**src/rtl/shift_seq_ctrl.sv**
```systemverilog
// Shift-register sequencer: accepts a load-and-shift command, performs the
// requested single-bit shifts, and pulses done once the result is final.
`timescale 1ns/1ps
module shift_seq_ctrl #(
  parameter int WIDTH = 4,
  parameter int CNT_W = 3
) (
  input  logic             clk,
  input  logic             reset_n,
  input  logic             cmd_valid,
  output logic             cmd_ready,
  input  logic [WIDTH-1:0] cmd_d,
  input  logic [CNT_W-1:0] cmd_count,
  input  logic             cmd_dir,
  input  logic             ser_in,
  output logic             ser_out,
  output logic [WIDTH-1:0] q,
  output logic             busy,
  output logic             done
);

  localparam logic [1:0] S_IDLE  = 2'd0;
  localparam logic [1:0] S_SHIFT = 2'd1;
  localparam logic [1:0] S_DONE  = 2'd2;

  logic [1:0]       state;
  logic [CNT_W-1:0] remaining;
  logic             dir;

  always_ff @(posedge clk or negedge reset_n) begin
    if (!reset_n) begin
      state     <= S_IDLE;
      q         <= '0;
      remaining <= '0;
      dir       <= 1'b0;
    end else begin
      case (state)
        S_IDLE: begin
          if (cmd_valid) begin
            q         <= cmd_d;
            remaining <= cmd_count;
            dir       <= cmd_dir;
            state     <= (cmd_count != '0) ? S_SHIFT : S_DONE;
          end
        end
        S_SHIFT: begin
          q         <= dir ? {ser_in, q[WIDTH-1:1]} : {q[WIDTH-2:0], ser_in};
          remaining <= remaining - 1'b1;
          if (remaining == CNT_W'(1)) state <= S_DONE;
        end
        S_DONE:  state <= S_IDLE;
        default: state <= S_IDLE;
      endcase
    end
  end

  // ser_out previews the bit that the next SHIFT edge pushes out.
  always_comb begin
    cmd_ready = (state == S_IDLE);
    busy      = (state == S_SHIFT) || (state == S_DONE);
    done      = (state == S_DONE);
    ser_out   = 1'b0;
    if (state == S_SHIFT) ser_out = dir ? q[0] : q[WIDTH-1];
  end

endmodule
```
**config.mk**
```make
export PLATFORM = sky130hd
export DESIGN_NAME = shift_seq_ctrl
export DESIGN_NICKNAME = d
export VERILOG_FILES = /design/src/rtl/shift_seq_ctrl.sv
export SDC_FILE = /design/constraint.sdc
export NUM_CORES = 1
export LEC_CHECK = 0
export ABC_AREA = 1
export ABC_CLOCK_PERIOD_IN_PS = 1100
export CAP_MARGIN = 40
export CORE_MARGIN = 2
export CORE_UTILIZATION = 41
export CTS_BUF_LIST = sky130_fd_sc_hd__clkbuf_4 sky130_fd_sc_hd__clkbuf_8 sky130_fd_sc_hd__clkbuf_16
export DETAILED_ROUTE_END_ITERATION = 16
export PLACE_DENSITY_LB_ADDON = 0.12
export SETUP_SLACK_MARGIN = 0.2
export SLEW_MARGIN = 20
export SYNTH_ARGS = -nofsm -noshare
export SYNTH_HDL_FRONTEND = slang
export SYNTH_SLANG_ARGS = --single-unit
export TNS_END_PERCENT = 10
```
**constraint.sdc**
```tcl
create_clock -name clk -period 1.1 [get_ports clk]
set_input_delay 0.11 -clock clk [delete_from_list [all_inputs] [get_ports clk]]
set_output_delay 0.11 -clock clk [all_outputs]
set_load 0.03 [all_outputs]
```
Yosys cells after proc, flatten, opt, wreduce, memory -nomap -nowiden
Index checks and enable logic that the tools add are counted.
{"block": "classes", "n_addsub": 1, "n_mux": 11, "reduce_logical": 7, "eq_ne": 5}
{"op": "two-way mux 4 bit", "count": 2}
{"op": "case mux 4 bit (2 select lines)", "count": 1}
{"op": "two-way mux 2 bit", "count": 3}
{"op": "case mux 3 bit (2 select lines)", "count": 1}
{"op": "AND reduction 2 bit", "count": 3}
{"op": "!= test 2 bit (second input constant)", "count": 2}
{"op": "case mux 2 bit (2 select lines)", "count": 1}
{"op": "equality test 3 x 1 -> 1 bit (second input constant)", "count": 1}
{"op": "two-way mux 3 bit", "count": 1}
{"op": "nonzero test 3 bit", "count": 1}
{"op": "subtractor 3 x 1 -> 3 bit (second input constant)", "count": 1}
{"op": "equality test 2 x 1 -> 1 bit (second input constant)", "count": 1}
{"op": "equality test 2 bit (second input constant)", "count": 1}
{"op": "zero test 2 bit", "count": 1}
{"op": "two-way mux 1 bit", "count": 2}
{"op": "nonzero test 2 bit", "count": 1}
{"op": "logical OR 1 bit", "count": 1}
{"block": "totals", "reg_bits": 10}

Depth between registers and ports, before layout
Gate-level depths: netlist of the first run.
{"block": "depth", "ltp_word": 4, "ltp_mapped": 9, "ltp_nobuf": 8}

Least setup slack after synthesis of the first run
Ideal clock, no wire load.
{"block": "synth_timing", "kind": "flip-flop to output port", "from": "register state[1]", "to": "output port ser_out", "setup_slack_ns": -0.356, "arrival_time_ns": 1.346, "t_required_ns": 0.990, "path_buffers": 1, "stages_incl_launch_ff": 6, "path_cell_list": "dfrtp_1 inv_1 ha_1 buf_2 o21ai_1 nor2_1"}
{"block": "synth_via", "elab_chain_cells": 2}
{"element": "start, declared", "line_no": "26", "text": "logic [1:0] state;"}
{"element": "start signal, assigned", "line_no": "43", "text": "state <= (cmd_count != '0) ? S_SHIFT : S_DONE;"}
{"element": "equality test 2 x 1 -> 1 bit", "line_no": "63", "text": "if (state == S_SHIFT) ser_out = dir ? q[0] : q[WIDTH-1];"}
{"element": "two-way mux 1 bit", "line_no": "63"}
{"element": "end, declared", "line_no": "16", "text": "output logic ser_out,"}
No other way between the ends.

Final worst setup path of the first run
Ends and elaborated chain as after synthesis.

==> results of run 1 <==
==> layout by cell type (no fill, tap or decap), drive strengths merged <==
cell type       n
nand2          44
buf            21
nor2           14
inv            13
clkdlybuf4s50  11
dfrtp          10
nand3           7
o21ai           6
ha              5
clkbuf          4
a21oi           1
==> Yosys cell counts <==
| cell type | n | area, um2 |
|---|---|---|
| nand2_2 | 2 | 12.5 |
| ha_1 | 5 | 62.6 |
| buf_6 | 1 | 11.3 |
| a21oi_1 | 1 | 5.00 |
| nand2_1 | 42 | 158 |
| buf_2 | 1 | 5.00 |
| o21ai_0 | 2 | 10.0 |
| inv_2 | 3 | 11.3 |
| nor2_1 | 9 | 33.8 |
| nor2_2 | 5 | 31.3 |
| o21ai_1 | 4 | 20.0 |
| nand3_1 | 7 | 35.0 |
| dfrtp_1 | 10 | 250 |
| inv_1 | 10 | 37.5 |
==> cell type report <==
type	count	area [um2]	share of cell area, %
repair buffers	32	320	27.9
multi-input cells	77	472	41.1
inverters	13	48.8	4.25
flip-flops and latches	10	251	21.9
clock buffers	4	36.3	3.16
well taps	16	20.0	1.74
==> per-layer routing <==
metal	part of all wire [%]	vias to the layer above	global-route usage, %
li1	-	378	-
met1	45	337	25.8
met2	49	23	37.1
met3	5.8	2	6.40
met4	0.78	0	5.29
met5	0	-	0
==> power groups by stage <==
stage | Sequential (mW) | Clock (mW) | Combinational, mW
floorplan | 0.848 | 0 | 1.32
global placement | 0.709 | 0 | 2.01
detailed placement | 0.710 | 0 | 2.05
CTS | 0.721 | 0.363 | 2.42
global route | 0.755 | 0.379 | 2.80
finish | 0.734 | 0.351 | 2.55
==> cell families after synthesis <==
family | Yosys count | synth area share (%)
adders and majority gates | 5 | 9.16
and+or+nand+nor | 65 | 39.6
AOI/OAI and AO/OA | 7 | 5.13
buffers and inverters | 15 | 9.52
DFF | 10 | 36.6
==> registers in the layout, indices dropped and copies added, names as in the netlist <==
register / cells
q: 4
remaining: 3
dir: 1
state: 2
==> repair_timing <==
| action | in CTS | in global routing |
|---|---|---|
| buffers inserted | 2 | 0 |
| setup endpoints to repair | 18 | 18 |
| gates resized for setup | 26 | 8 |
| cloned | 0 | 0 |
| pin swaps | 7 | 0 |
==> critical path: cells and delay by family (launching register included) <==
family	cells	cell delay [ps]
adder cells (fa/ha/maj)	1	150
buffers and inverters	2	230
flip-flops	1	400
AND/OR/NAND/NOR	1	80
AO/OA/AOI/OAI	1	70
==> final timing paths <==
path	end	startpoint	slack (ps)	depth (start not counted)
setup / recovery	ser_out	state[1]	-210	5
hold / removal	q[3]	reset_n	120	2
setup reg to reg	remaining[0]	state[0]	-200	8
hold reg to reg	remaining[2]	remaining[2]	530	2
max in group asynchronous	state[0]	reset_n	810	2
min in group clk	dir	cmd_dir	380	3
==> reports/qor.tcl, run 1 <==
set qor(power.density_cell_area_mw_per_mm2) 3170
set qor(x_dimension_of_the_die_um) 44.8
set qor(gpl.final_weighted_congestion) 0.804
set qor(synth.lib_cells_used.distinct) 14
set qor(rsz_0062_raised_after_global_routing) {yes}
set qor(worst_max_slew_pin_slew_ps) 192
set qor(standard_cell_rows) 14
set qor(drc) 0
set qor(routed_wirelength_mm) 1.80
set qor(grt_antenna_before_repair) 0
set qor(finalHoldViolations) 0
set qor(final.hold.worst_slack_ps) 117
set qor(place.port_buffers) 19
set qor(floorplan.die.height_um) 44.8
set qor(final_cell_count_without_fillers) 152
set qor(ioPinCount) 20
set qor(area_growth_pct) 68.1
set qor(synth_seq_cells) 10
set qor(timing.critical_path.fanout_max) 3
set qor(insertion_delay_ps) 280
set qor(tritoncts) {done}
set qor(power.sequential.fraction_pct) 20.2
set qor(critical_path.endpoint_type) {primary output}
set qor(fin_area_mm2) 0.00115
set qor(synth_area_um2) 683
set qor(ctsRootBufferMaster) {clkbuf_4}
set qor(intPower_mw) 1.90
set qor(timing.critical_path.from_type) {flip-flop}
set qor(drtAntennaViolNets) 0
set qor(placedInstanceArea_um2) 975
set qor(setup_total_negative_slack_ps) -2190
set qor(power.clock.fraction_pct) 9.7
set qor(yosysWarnings) 0
set qor(utilization_pct) 74.5
set qor(clock.fmax_mhz) 763
set qor(violated_checks) {negative setup slack}
set qor(numPlacedInstances) 146
set qor(power_dissipated_by_switching_net_loads_mw) 1.74
set qor(num-fill-cells) 105
set qor(max-cap-violations) 0
set qor(fin_crit_ps) 1310
set qor(pre_cts_slack_ps) -187
set qor(worst_ir_drop_vdd_uv) 1880
set qor(crit_path_max_incr_delay_ps) 400
set qor(finalCritPeriodShare_pct) 119
set qor(switching_share_pct) 47.7
set qor(wl_per_cell_um) 11.8
set qor(clock_tree_buf_depth) 2
set qor(nets) 154
set qor(htree_num_levels) 1
set qor(detailedPlacementHpwl_mm) 1.22
set qor(clkTransAtPathRegs_ps) 80
set qor(coreArea_mm2) 0.00154
set qor(cts_hold_buffers_added) 0
set qor(share_comb_of_total_power_pct) 70.2
set qor(post-route-worst-setup-slack_ps) -211
set qor(crit_path_kind) {reg -> out}
set qor(setup_viol) 14
set qor(total_leakage_power_nw) 0.574
set qor(clock_sinks) 10
set qor(start_util_pct) 44.3
set qor(timing.critical_path.slowest_stage_cell) {dfrtp_1}
set qor(postSynthNetCount) 119
set qor(timing.final.max_slew_violations) 0
set qor(status) {finished, violations left}
set qor(wire_length_of_the_first_global_routing_pass_mm) 3.10
set qor(grt_overflow) 0
set qor(drive_above_1_share_pct) 38.2
set qor(cp_data_required_time_ps) 990
set qor(design_power_total_mw) 3.64
set qor(first_global_vias) 703
set qor(pin_count_of_the_biggest_net_entering_global_routing) 12
set qor(detailroute.via_count) 740
set qor(post_synth_inst_count) 102
set qor(path_cells) {inv_2 > ha_4 > o21ai_2 > nor2_4 > buf_6}
set qor(worstHoldPathType) {in -> async}
set qor(globalRouteTotalUtil_pct) 21.4
set qor(data_arrival_at_the_endpoint_of_the_critical_path_ps) 1200
set qor(n_antenna_cell) 0
set qor(timing.max_slew.rel_slack_pct) 87.2
set qor(cts-buffers-inserted) 3
set qor(detail_route.iter0.violations) 7
set qor(synth_area_per_cell_um2) 6.70
set qor(die_area_mm2) 0.00201
set qor(post_drt_via_cell_ratio) 4.87
set qor(synth.yosys.seq_area_share_pct) 36.6
set qor(fin_skew_ps) 8.78
set qor(detail_route.first_pass.iterations) 4
Power figures use the tool's default switching activity.
==> run 2: changes to the inputs <==
- SLEW_MARGIN: 20 -> 15
==> results of run 2 <==
The final DEF is identical to that of run 1; final timing and power are the same.
